File: src/rtl/mac_pkg.sv
// mac_pkg: shared state encoding, default widths and the 8-bit CLA slice for the MAC back-end.
package mac_pkg;
    typedef enum logic [1:0] {IDLE, ACCUM, DONE} state_t;
    localparam int PROD_W = 16;
    localparam int ACC_W  = 24;
    localparam int LEN_W  = 8;
    // Returns {cout, sum}; every carry is formed directly from g/p/cin, not rippled.
    function automatic logic [8:0] cla8(input logic [7:0] a, input logic [7:0] b, input logic cin);
        logic [7:0] g, p;
        logic [8:0] c;
        logic pp;
        g = a & b;
        p = a ^ b;
        c = '0;
        c[0] = cin;
        for (int i = 0; i < 8; i++) begin
            c[i+1] = g[i];
            pp = p[i];
            for (int j = i - 1; j >= 0; j--) begin
                c[i+1] = c[i+1] | (pp & g[j]);
                pp = pp & p[j];
            end
            c[i+1] = c[i+1] | (pp & cin);
        end
        return {c[8], p ^ c[7:0]};
    endfunction
endpackage

File: src/rtl/acc_adder.sv
// acc_adder: ACC_W-bit adder chained from 8-bit CLA slices; cout is the carry out of bit ACC_W-1.
module acc_adder import mac_pkg::*; #(
    parameter int ACC_W = mac_pkg::ACC_W
) (
    input  logic [ACC_W-1:0] i_a,
    input  logic [ACC_W-1:0] i_b,
    output logic [ACC_W-1:0] o_sum,
    output logic             o_cout
);
    localparam int NS = (ACC_W + 7) / 8;
    localparam int PW = NS * 8;
    logic [PW-1:0] w_a, w_b, w_s;
    logic [NS:0]   w_c;
    logic [PW:0]   w_ext;
    assign w_a    = PW'(i_a);
    assign w_b    = PW'(i_b);
    assign w_c[0] = 1'b0;
    for (genvar s = 0; s < NS; s++) begin : g_slice
        assign {w_c[s+1], w_s[s*8 +: 8]} = cla8(w_a[s*8 +: 8], w_b[s*8 +: 8], w_c[s]);
    end
    // Padding bits are zero, so above bit ACC_W-1 only the carry itself can surface.
    assign w_ext  = {w_c[NS], w_s};
    assign o_sum  = w_s[ACC_W-1:0];
    assign o_cout = |w_ext[PW:ACC_W];
endmodule

File: src/rtl/product_accumulator.sv
// product_accumulator: sums a programmed number of multiplier products and holds the result
// behind a valid/ready output handshake, flagging any wrap of the accumulator.
module product_accumulator import mac_pkg::*; #(
    parameter int PROD_W = mac_pkg::PROD_W,
    parameter int ACC_W  = mac_pkg::ACC_W,
    parameter int LEN_W  = mac_pkg::LEN_W
) (
    input  logic              clk,
    input  logic              rst,
    input  logic              start,
    input  logic [LEN_W-1:0]  len,
    input  logic [PROD_W-1:0] prod,
    input  logic              prod_valid,
    output logic              prod_ready,
    output logic [ACC_W-1:0]  acc,
    output logic              ovf,
    output logic              out_valid,
    input  logic              out_ready,
    output logic              busy
);
    state_t             r_state;
    logic [LEN_W-1:0]   r_count;
    logic [ACC_W-1:0]   r_acc;
    logic               r_ovf;
    logic [ACC_W-1:0]   w_sum;
    logic               w_cout;
    acc_adder #(.ACC_W(ACC_W)) u_add (
        .i_a    (r_acc),
        .i_b    (ACC_W'(prod)),
        .o_sum  (w_sum),
        .o_cout (w_cout)
    );
    always_ff @(posedge clk) begin
        if (rst) begin
            r_state <= IDLE;
            r_count <= '0;
            r_acc   <= '0;
            r_ovf   <= 1'b0;
        end else begin
            case (r_state)
                IDLE: if (start) begin
                    r_count <= len;
                    r_acc   <= '0;
                    r_ovf   <= 1'b0;
                    r_state <= (len == '0) ? DONE : ACCUM;
                end
                ACCUM: if (prod_valid) begin
                    r_acc   <= w_sum;
                    r_ovf   <= r_ovf | w_cout;
                    r_count <= r_count - 1'b1;
                    if (r_count == LEN_W'(1)) r_state <= DONE;
                end
                DONE: if (out_ready) r_state <= IDLE;
                default: r_state <= IDLE;
            endcase
        end
    end
    assign prod_ready = (r_state == ACCUM);
    assign out_valid  = (r_state == DONE);
    assign busy       = (r_state != IDLE);
    assign acc        = r_acc;
    assign ovf        = r_ovf;
endmodule

File: config.mk
export PLATFORM = sky130hd
export DESIGN_NAME = product_accumulator
export DESIGN_NICKNAME = d
export VERILOG_FILES = /design/src/rtl/mac_pkg.sv /design/src/rtl/acc_adder.sv /design/src/rtl/product_accumulator.sv
export SDC_FILE = /design/constraint.sdc
export NUM_CORES = 1
export LEC_CHECK = 0
export ABC_AREA = 0
export CAP_MARGIN = 5
export CORE_MARGIN = 5
export CORE_UTILIZATION = 30
export CTS_CLUSTER_SIZE = 14
export DETAILED_ROUTE_END_ITERATION = 16
export HOLD_SLACK_MARGIN = 0.06
export PLACE_DENSITY = 0.58
export SLEW_MARGIN = 10
export SYNTH_ARGS = -nofsm -noshare
export SYNTH_HDL_FRONTEND = slang
export SYNTH_HIERARCHICAL = 1
export SYNTH_SLANG_ARGS = --single-unit
File: constraint.sdc
create_clock -name clk -period 6.5 [get_ports clk]
set_input_delay 0.65 -clock clk [delete_from_list [all_inputs] [get_ports clk]]
set_output_delay 0.65 -clock clk [all_outputs]
set_load 0.005 [all_outputs]
### Yosys cells after proc, flatten, opt, wreduce, memory -nomap -nowiden

Cells that the tools add are included.
Widths: inputs -> output; s select.

| word-level totals | value |
|---|---|
| flip-flop bits (word level) | 35 |
| output and inout port bits | 28 |
| word-level logic and storage cells | 254 |

| operators by class | value |
|---|---|
| add/subtract/negate cells | 1 |
| equality and inequality tests | 7 |
| mux-type cells | 15 |
| bitwise logic cells | 221 |
| reductions and logical operators | 6 |

Operators by type and width:

| kind | count |
|---|---|
| $and 1x1->1 | 149 |
| $or 1x1->1 | 65 |
| $mux 24 | 2 |
| $pmux 24 s2 | 1 |
| $xor 8x8->8 | 5 |
| $and 8x8->8 | 2 |
| $mux 8 | 2 |
| $pmux 8 s2 | 1 |
| $mux 2 | 5 |
| $eq 8x1->1 const B | 1 |
| $logic_not 8->1 | 1 |
| $sub 8x1->8 const B | 1 |
| $pmux 2 s3 | 1 |
| $ne 2x1->1 const B | 2 |
| $ne 2x2->1 const B | 2 |
| $reduce_and 4->1 | 1 |
| $reduce_bool 2->1 | 2 |
| $reduce_and 3->1 | 1 |
| $eq 2x1->1 const B | 1 |
| $eq 2x2->1 const B | 1 |
| $logic_not 2->1 | 1 |
| $mux 1 | 2 |
| $pmux 1 s2 | 1 |

### Depth between registers and ports, before layout

Gate-level depths: netlist (run 1).

| logic depth | value |
|---|---|
| word-level depth | 15 |
| depth in mapped cells | 10 |
| depth with buffers taken out | 10 |

### Modules after synthesis

The synthesis (run 1) kept the hierarchy.

By module, submodules not included:

| module | times used | cells each | area each (um^2) |
|---|---|---|---|
| product_accumulator | 1 | 176 | 1,490.2 |
| acc_adder | 1 | 124 | 997.2 |

### Least setup slack after synthesis (run 1)

OpenSTA, ideal clock, no wires.

| timing path | value |
|---|---|
| path kind | input to register |
| start point | input port prod[5] |
| end point | register r_ovf (netlist: ovf) |
| library setup time | 0.132 ns |
| arrival time | 2.520 ns |
| setup slack | 3.848 ns |
| stages | 10 |
| cells stage by stage | ha_1 > a211oi_2 > o21bai_1 > o311ai_2 > a31oi_2 > a211oi_2 > a21oi_1 > a21o_1 > a21oi_1 > nor3_1 |

| between the ends | value |
|---|---|
| cells in the longest elaborated chain, start to end | 14 |
| elaborated cells on any way between the ends | 25 |
| classes of those cells | mux: 2; bitwise: 23 |

Ends and longest elaborated chain:

| element | RTL line | text |
|---|---|---|
| start, declared | product_accumulator.sv:12 | `input logic [PROD_W-1:0] prod,` |
| $and 8x8->8 / $xor 8x8->8 (equally long branches) | mac_pkg.sv:12, mac_pkg.sv:13 |  |
| $and 1x1->1 (on tied branches) | mac_pkg.sv:20, mac_pkg.sv:21 |  |
| $or 1x1->1, or another cell as far along (4 in series) | mac_pkg.sv:20 | `c[i+1] = c[i+1] \| (pp & g[j]);` |
| $or 1x1->1 / $and 1x1->1 (equally long branches) | mac_pkg.sv:20 |  |
| $or 1x1->1 * | mac_pkg.sv:20 |  |
| $and 1x1->1 * | mac_pkg.sv:23 | `c[i+1] = c[i+1] \| (pp & cin);` |
| $or 1x1->1 * | mac_pkg.sv:23 |  |
| $and 1x1->1 * | mac_pkg.sv:23 |  |
| net w_cout | product_accumulator.sv:26 | `logic w_cout;` |
| $or 1x1->1 * | product_accumulator.sv:49 | `r_ovf <= r_ovf \| w_cout;` |
| $mux 1 * | product_accumulator.sv:47 | `ACCUM: if (prod_valid) begin` |
| $pmux 1 s2 * | product_accumulator.sv:40 | `case (r_state)` |
| end signal, assigned | product_accumulator.sv:49 |  |
| end, declared | product_accumulator.sv:24 | `logic r_ovf;` |

The timed path passes the listed nets; every way through them passes the cells marked *. The select of a mux whose other input is x is not followed.
A chain may end at the register's enable or synchronous reset.

### Final worst setup path (run 1)

Ends and elaborated chain as after synthesis.

==> impl_metrics.json, run 1 <==
{
  "grt_setup_unrepaired": "no",
  "async_flop_share_pct": 0,
  "r2r-end": "ovf$_SDFFE_PP0P_",
  "htreeDepth": 2,
  "yosys_warnings": 6,
  "row_count": 33,
  "synth_top_family_by_area": "compound AO/OA/AOI/OAI gates",
  "grt_max_degree": 36,
  "ant_nets": 0,
  "cp-end-kind": "flop",
  "synth_fa_ha_area_share_pct": 15.49,
  "synth_top_flop_cell": "dfxtp_1",
  "clk_pin_slew_ns": 0.07,
  "p_per_area_nw_per_um2": 192.0,
  "grt_pass1_vias": 2326,
  "fmax_mhz": 333.7,
  "cts_tree": "yes",
  "p_int_mw": 0.4165,
  "dpl_cell_area_sq_um": 3174,
  "fillers": 831,
  "p_clk_share_pct": 26.3,
  "r2r_slack_ns": 3.93,
  "synthMuxAreaShare_pct": 0.8551,
  "rr_worst_depth": 10,
  "period_needed_ns": 2.996,
  "path_class": "primary input to flop",
  "crit_buf_inv": 1,
  "timing.rr.start": "acc[5]$_SDFFE_PP0P_",
  "ioPinCount": 57,
  "core_sq_um": 8134,
  "final_common_cell": "clkdlybuf4s50_1",
  "slew_violations": 0,
  "post_drt_wl_per_cell_um": 13.55,
  "synth_area_sq_um": 2487,
  "cts_buffer_depth": 2,
  "synth_compound_area_share_pct": 26.46,
  "worstSkewPairLatency_ns": 0.29,
  "critical_path_arrival_ns": 3.16,
  "ctsHoldBuffers": 0,
  "finalCritPeriodShare_pct": 46.10,
  "synth_area_per_cell_sq_um": 8.291,
  "final_cell_mix": "clkdlybuf4s50_1 (56), nor2_1 (39), dfxtp_1 (35)",
  "fin_setup_tns_ns": 0,
  "peakVddDrop_mv": 0.07506,
  "final_cell_area_sq_um": 3262,
  "final_core_util_pct": 40.10,
  "clkSinkCount": 35,
  "viasPerCell": 4.957,
  "yosys.area_share.simple_pct": 17.25,
  "finalClockSkew_ns": 0.003513,
  "synthToLayoutAreaGrowth_pct": 31.14,
  "cts-root-buf": "clkbuf_8",
  "port_buffers": 56,
  "die-area_sq_um": 10210,
  "p_sw_mw": 0.2098,
  "die_x_um": 101.1,
  "combPwrFrac_pct": 33.4,
  "finalSetupViolCount": 0,
  "outcome": "finished, final reports clean",
  "synthCells": 300,
  "synth_edf_count": 0,
  "max_stage_delay_ns": 0.41,
  "vias": 2310,
  "grt_overflow": 0,
  "min_path_type": "flop to flop",
  "worst_setup_path_start_kind": "primary input",
  "ys_ff_latch": 35,
  "path_cells": "clkdlybuf4s50_1 -> ha_1 -> a211oi_2 -> o21bai_1 -> o311ai_2 -> a31oi_2 -> a211oi_2 -> a21oi_1 -> a21o_1 -> a21oi_1 -> nor3_1",
  "whs_path_depth": 1,
  "drv_cap": 0,
  "max_slew_margin_pct": 22.86,
  "die_h_um": 101.1,
  "required_ns": 6.66,
  "postCtsSetupBuffers": 0,
  "tightest_slew_ns": 1.157,
  "final_nets": 419,
  "finalHoldViolations": 0,
  "power_mw": 0.6263,
  "post_cts_resized": 0,
  "worst-path-max-fanout": 5,
  "drc": 0,
  "netSwitchingFraction_pct": 33.50,
  "diodes": 0,
  "p_leak_nw": 1.324,
  "crit_family": "compound AO/OA/AOI/OAI gates",
  "grt_antenna_before_repair": 0,
  "hold_end": "r_count[5]$_SDFFE_PP0P_",
  "drtIter0Drc": 78,
  "grt_first_pass_wirelength_mm": 10.82,
  "final_layout_size_suffix_gt1_share_pct": 6.648,
  "synth_seq_area_share_pct": 28.17,
  "pre_cts_slack_ns": 3.163,
  "initial_core_util_pct": 30.58,
  "hold_start": "r_count[5]$_SDFFE_PP0P_",
  "crit_slowest_cell": "clkdlybuf4s50_1",
  "p_seq_share_pct": 40.3,
  "wl_mm": 6.316,
  "gp_congestion": 0.8692,
  "place_hpwl_mm": 4.609,
  "setup_slack_ns": 3.504,
  "grt_usage_pct": 12.96,
  "synth_xor_area_share_pct": 6.338,
  "cts_buffers": 5,
  "drtPass1Iterations": 4,
  "yosysUniqueCellTypes": 54
}
## power by group through the flow
stage          combinational [mW]  sequential [mW]  clock, mW
2_1_floorplan               0.145            0.250          0
3_3_place_gp                0.208            0.257          0
3_5_place_dp                0.210            0.257          0
4_1_cts                     0.211            0.252      0.175
5_1_grt                     0.238            0.256      0.185
6_report                    0.209            0.252      0.165
## cells by family after synthesis
| group | after synthesis |
|---|---|
| fa+ha+maj | 29 |
| buf+inv | 33 |
| simple gates | 91 |
| flops | 35 |
| mux | 2 |
| compound gates | 91 |
| other cells | 1 |
| xor+xnor | 18 |
## metrics by stage
stage                     cells  hold slack, ns
after floorplan             308          0.4495
after CTS                   466          0.4853
after global routing        466          0.5009
after global placement      459          0.4650
after detailed placement    459          0.4730
final                       466          0.4807
## worst max-delay path by stage
stage | startpoint | end | cells past startpoint
3_3_place_gp | prod[5] | ovf$_SDFFE_PP0P_ | 11
6_report | prod[5] | ovf$_SDFFE_PP0P_ | 11
3_5_place_dp | prod[5] | ovf$_SDFFE_PP0P_ | 11
5_1_grt | prod[6] | acc[23]$_SDFFE_PP0P_ | 11
2_1_floorplan | prod[5] | ovf$_SDFFE_PP0P_ | 10
4_1_cts | prod[5] | ovf$_SDFFE_PP0P_ | 11
## registers in the layout, indices dropped and copies added (netlist names)
register,count
acc,24
r_count,8
ovf,1
r_state,2
## layer usage
metal  GRT usage (%)  vias up  routed length, um
met3           4.221        6                391
met1           16.46     1067               3041
met5               0        -                  0
li1                -     1191                  -
met2           21.28       46               2834
met4           2.965        0                 48
## cell usage after synthesis, drive strengths merged, types with 3 or more instances
cell type / number / share of area (%)
and2: 4 / 1.1
o21ai: 12 / 2.4
nand2: 16 / 2.4
nand2b: 4 / 1.0
o21a: 4 / 1.2
a21oi: 20 / 4.2
a31oi: 4 / 1.3
or3: 3 / 0.75
dfxtp: 35 / 28
o21bai: 3 / 1.1
a211oi: 6 / 2.2
nor2: 40 / 6.0
fa: 3 / 2.4
nor3: 7 / 1.6
a21o: 3 / 0.91
buf: 7 / 1.4
ha: 26 / 13
clkbuf: 5 / 0.75
a22oi: 24 / 7.2
xnor2: 12 / 4.2
xor2: 6 / 2.1
nand3: 3 / 0.60
inv: 21 / 3.2
## area by class of cell
| class | count | area [sq um] | share of cell area, % |
|---|---|---|---|
| timing repair buffer | 58 | 575.6 | 17.64 |
| inverter | 21 | 78.83 | 2.417 |
| clock buffer | 6 | 82.58 | 2.532 |
| sequential | 35 | 700.7 | 21.48 |
| clock inverter | 1 | 5.005 | 0.1534 |
| tap | 105 | 131.4 | 4.028 |
| multi-input combinational | 240 | 1688 | 51.75 |
No activity file was read; power rests on OpenSTA's default activity.
==> run 2: changes to the inputs <==
Settings changed: PLACE_DENSITY 0.58 to 0.6.
Clock period 6.5 ns to 2.6 ns, I/O delays scaled along.
==> run 2 against run 1 <==
Effect of this change: critical path depth rose by 1; clock power rose to 3.2 times the previous value; critical endpoint is now acc[13]$_SDFFE_PP0P_; count of clock-buffer cells in the layout did not move; non-clock buffer count rose by 27; highest routed layer unchanged; worst hold slack improved by 0.0049 ns; first-iteration DRC count fell by 2.6%.
==> impl_metrics.json, run 2 (synthesis gave the netlist of run 1 again) <==
{
  "outcome": "finished, final reports clean",
  "p_leak_nw": 1.481,
  "largest_reg_flops": 24,
  "cp-end-kind": "flop",
  "initial_core_util_pct": 30.58,
  "die-area_sq_um": 10210,
  "crit_slowest_cell": "clkdlybuf4s50_1",
  "drc": 0,
  "htreeDepth": 2,
  "tightest_slew_ns": 0.7048,
  "place_hpwl_mm": 5.236,
  "min_path_type": "flop to flop",
  "grt_max_degree": 23,
  "p_sw_mw": 0.5604,
  "max_stage_delay_ns": 0.50,
  "vias": 2474,
  "die_h_um": 101.1,
  "row_count": 33,
  "post_drt_wl_per_cell_um": 13.96,
  "final_nets": 446,
  "cts_buffers": 5,
  "p_clk_share_pct": 30.0,
  "finalHoldViolations": 0,
  "rr_worst_depth": 11,
  "final_core_util_pct": 43.81,
  "p_int_mw": 1.186,
  "fillers": 818,
  "grt_antenna_before_repair": 0,
  "grt_pass1_vias": 2409,
  "die_x_um": 101.1,
  "cts_tree": "yes",
  "finalCritPeriodShare_pct": 96.13,
  "path_class": "primary input to flop",
  "combPwrFrac_pct": 33.8,
  "finalClockSkew_ns": 0.009310,
  "final_cell_mix": "clkdlybuf4s50_1 (56), nor2_1 (39), dfxtp_1 (34)",
  "drtIter0Drc": 76,
  "final_common_cell": "clkdlybuf4s50_1",
  "diodes": 0,
  "worstSkewPairLatency_ns": 0.29,
  "peakVddDrop_mv": 0.1886,
  "path_cells": "clkdlybuf4s50_1 -> ha_4 -> a211oi_2 -> o21bai_2 -> buf_4 -> a41oi_2 -> o21bai_2 -> a211o_1 -> a311oi_2 -> xnor2_1 -> a22oi_1 -> nor2_1",
  "clk_pin_slew_ns": 0.08,
  "core_sq_um": 8134,
  "ioPinCount": 57,
  "whs_path_depth": 1,
  "p_seq_share_pct": 36.1,
  "viasPerCell": 5.008,
  "cpMostUsedCell": "o21bai_2",
  "finalSetupViolCount": 0,
  "critical_path_arrival_ns": 2.68,
  "fin_setup_tns_ns": 0,
  "grt_overflow": 0,
  "synthToLayoutAreaGrowth_pct": 43.26,
  "required_ns": 2.78,
  "max_slew_margin_pct": 53.01,
  "cts_buffer_depth": 2,
  "period_needed_ns": 2.499,
  "slew_violations": 0,
  "grt_usage_pct": 13.56,
  "grt_first_pass_wirelength_mm": 11.40,
  "drv_cap": 0,
  "worst-path-max-fanout": 3,
  "grt_setup_unrepaired": "yes",
  "ant_nets": 0,
  "hold_ws_ns": 0.4856,
  "port_buffers": 56,
  "wl_mm": 6.898,
  "netSwitchingFraction_pct": 32.09,
  "gp_congestion": 0.8682,
  "p_per_area_nw_per_um2": 490.0,
  "final_layout_size_suffix_gt1_share_pct": 15.17,
  "worst_setup_path_start_kind": "primary input",
  "clkSinkCount": 35,
  "drtPass1Iterations": 4,
  "cts-root-buf": "clkbuf_8",
  "fmax_mhz": 400.1
}
## run 2: final timing paths
| kind | from | to | slack (ns) |
|---|---|---|---|
| max | prod[5] | acc[13]$_SDFFE_PP0P_ | 0.10 |
| min reg2reg | r_count[5]$_SDFFE_PP0P_ | r_count[5]$_SDFFE_PP0P_ | 0.49 |
| max reg2reg | acc[7]$_SDFFE_PP0P_ | acc[13]$_SDFFE_PP0P_ | 0.17 |
| min | r_count[5]$_SDFFE_PP0P_ | r_count[5]$_SDFFE_PP0P_ | 0.49 |
## run 2: power by group through the flow
| stage | sequential [mW] | combinational, mW | clock [mW] |
|---|---|---|---|
| floorplan | 0.625 | 0.363 | 0 |
| global placement | 0.642 | 0.565 | 0 |
| detailed placement | 0.643 | 0.575 | 0 |
| CTS | 0.630 | 0.579 | 0.552 |
| global route | 0.639 | 0.659 | 0.571 |
| finish | 0.631 | 0.591 | 0.524 |
## run 2: routing by layer
metal	GRT usage [%]	vias up	part of all wire, %
li1	-	1244	-
met1	17.52	1155	45
met2	22.43	68	47
met3	3.737	7	6.5
met4	3.067	0	0.88
met5	0	-	0
## run 2: stage by stage
step                power (mW)  instances  setup WS [ns]  area (sq um)
global route             1.869        494       -0.02571          3563
detailed placement       1.218        485        -0.2414          3369
CTS                      1.761        493        0.07816          3487
floorplan               0.9882        308         0.2576          2517
finish                   1.746        494         0.1006          3563
global placement         1.207        485        -0.1628          3369
## run 2: what timing repair did
action / CTS / global route
endpoints found under the setup margin: 0 / 7
resized for setup: 0 / 12
setup buffers: 0 / 1
hold buffers: 0 / 0
## run 2: worst max-delay path, delay by kind of cell
family          cells  cell delay (ns)
compound gates      7             1.43
xor+xnor            1             0.09
fa+ha+maj           1             0.21
buf+inv             2             0.65
simple gates        1             0.05
## run 2: area by class of cell
type | instances | area [sq um] | share of cell area (%)
inverter | 21 | 78.83 | 2.212
clock inverter | 2 | 35.03 | 0.9831
multi-input combinational | 240 | 1755 | 49.26
tap | 105 | 131.4 | 3.687
timing repair buffer | 85 | 778.2 | 21.84
clock buffer | 6 | 82.58 | 2.317
sequential | 35 | 701.9 | 19.70
==> run 3: changes to the inputs <==
Settings changed: CORE_ASPECT_RATIO set to 0.6, CTS_BUF_LIST set to sky130_fd_sc_hd__clkbuf_8.
==> run 3 against run 2 <==
Effect of this change: final area grew 1.1%; sequential power about the same; die area grew 0.59%; combinational power up 2%; setup slack worse by 0.032 ns; sequential share of layout area is 0.21 points lower; critical path depth stayed put; count of clock-buffer cells in the layout rose by 1; clock power down 14%; core utilization up 1.4 points; register-to-register slack lost 0.07 ns; global-route usage rose by 0.12 points; largest cell class unchanged; largest power group unchanged; highest routed layer unchanged.
==> impl_metrics.json, run 3 (synthesis gave the netlist of run 1 again) <==
{
  "crit_slowest_cell": "clkdlybuf4s50_1",
  "ioPinCount": 57,
  "cts_buffers": 5,
  "grt_usage_pct": 13.68,
  "clk_pin_slew_ns": 0.07,
  "grt_overflow": 0,
  "crit_family": "compound AO/OA/AOI/OAI gates",
  "clkSinkCount": 35,
  "grt_setup_unrepaired": "no",
  "ant_nets": 0,
  "finalSetupViolCount": 0,
  "wl_mm": 6.858,
  "power_mw": 1.683,
  "max_stage_delay_ns": 0.48,
  "cts_tree": "yes",
  "largest_reg_flops": 24,
  "grt_max_degree": 26,
  "die-area_sq_um": 10270,
  "port_buffers": 56,
  "finalClockSkew_ns": 0.006043,
  "outcome": "finished, final reports clean",
  "final_cell_mix": "clkdlybuf4s50_1 (55), nor2_1 (39), dfxtp_1 (34)",
  "p_sw_mw": 0.5602,
  "peakVddDrop_mv": 0.2245,
  "combPwrFrac_pct": 35.8,
  "place_hpwl_mm": 5.176,
  "slew_violations": 0,
  "critical_path_arrival_ns": 2.72,
  "gp_congestion": 0.8372,
  "worst-path-max-fanout": 3,
  "drtPass1Iterations": 4,
  "min_path_type": "flop to flop",
  "viasPerCell": 4.846,
  "cts_buffer_depth": 2,
  "netSwitchingFraction_pct": 33.28,
  "grt_first_pass_wirelength_mm": 11.23,
  "die_h_um": 80.53,
  "fin_setup_tns_ns": 0,
  "finalCritPeriodShare_pct": 97.35,
  "synthToLayoutAreaGrowth_pct": 44.82,
  "fmax_mhz": 395.1,
  "drv_cap": 0,
  "p_int_mw": 1.123,
  "diodes": 0,
  "max_slew_margin_pct": 62.83,
  "worstSkewPairLatency_ns": 0.30,
  "p_leak_nw": 1.491,
  "p_per_area_nw_per_um2": 467.3,
  "post_drt_wl_per_cell_um": 13.74,
  "initial_core_util_pct": 31.18,
  "path_class": "primary input to flop",
  "p_clk_share_pct": 26.7,
  "core_sq_um": 7976,
  "grt_pass1_vias": 2301,
  "drc": 0,
  "grt_antenna_before_repair": 0,
  "final_layout_size_suffix_gt1_share_pct": 16.88,
  "period_needed_ns": 2.531,
  "worst_setup_path_start_kind": "primary input",
  "tightest_slew_ns": 0.5558,
  "final_common_cell": "clkdlybuf4s50_1",
  "final_nets": 448,
  "crit_buf_inv": 2,
  "hold_ws_ns": 0.4777,
  "row_count": 25,
  "vias": 2418,
  "htreeDepth": 2,
  "path_cells": "clkdlybuf4s50_1 -> ha_1 -> a21oi_2 -> o211ai_4 -> o311ai_4 -> a31oi_2 -> a211oi_2 -> buf_4 -> o21bai_1 -> xor2_1 -> a22oi_1 -> nor2_1",
  "required_ns": 2.79,
  "drtIter0Drc": 127,
  "p_seq_share_pct": 37.5,
  "cp-end-kind": "flop",
  "finalHoldViolations": 0,
  "cts-root-buf": "clkbuf_8",
  "die_x_um": 127.6
}
[run 3: per-stage QoR]
stage | instances | setup WS, ns | area, sq um | util, %
2_1_floorplan | 308 | 0.2576 | 2517 | -
3_3_place_gp | 488 | -0.2092 | 3373 | 42.29
3_5_place_dp | 488 | -0.2935 | 3373 | 42.29
4_1_cts | 497 | 0.02037 | 3481 | 43.64
5_1_grt | 499 | 0.004316 | 3602 | 45.16
6_report | 499 | 0.06899 | 3602 | 45.16
[run 3: tightest hold or removal path, delay by kind of cell (launching register included)]
family,cells,cell delay [ns]
compound gates,2,0.13
flops,1,0.31
[run 3: final timing paths]
path / start / end / slack (ns) / cells past startpoint
setup / recovery: prod[1] / acc[22]$_SDFFE_PP0P_ / 0.07 / 12
hold / removal: r_count[6]$_SDFFE_PP0P_ / r_count[6]$_SDFFE_PP0P_ / 0.48 / 2
hold reg to reg: r_count[6]$_SDFFE_PP0P_ / r_count[6]$_SDFFE_PP0P_ / 0.48 / 2
setup reg to reg: acc[1]$_SDFFE_PP0P_ / acc[22]$_SDFFE_PP0P_ / 0.10 / 11
[run 3: what timing repair did]
item | in CTS | in global routing
pin swaps | 2 | 9
endpoints found under the setup margin | 1 | 8
hold endpoints to repair | 0 | 0
resized for setup | 0 | 20
setup buffers | 1 | 2
cloned | 0 | 0
hold buffers | 0 | 0
[run 3: layer usage]
metal	track usage [%]	up-vias	share of wire (%)
met5	0	-	0
met4	3.212	0	0.25
met3	3.854	2	5.6
met2	19.62	57	42
met1	19.96	1114	52
li1	-	1245	-
[run 3: power groups by stage]
stage	combinational (mW)	clock, mW	sequential [mW]
final	0.603	0.450	0.631
after global routing	0.668	0.490	0.640
after CTS	0.576	0.466	0.630
after detailed placement	0.570	0	0.642
after global placement	0.566	0	0.641
after floorplan	0.363	0	0.625
[run 3: cell type report]
class	instances	area, sq um
sequential	35	701.9
clock buffer	7	96.34
timing repair buffer	87	795.8
inverter	21	78.83
multi-input combinational	240	1790
clock inverter	1	3.754
tap	108	135.1
fill	798	4374
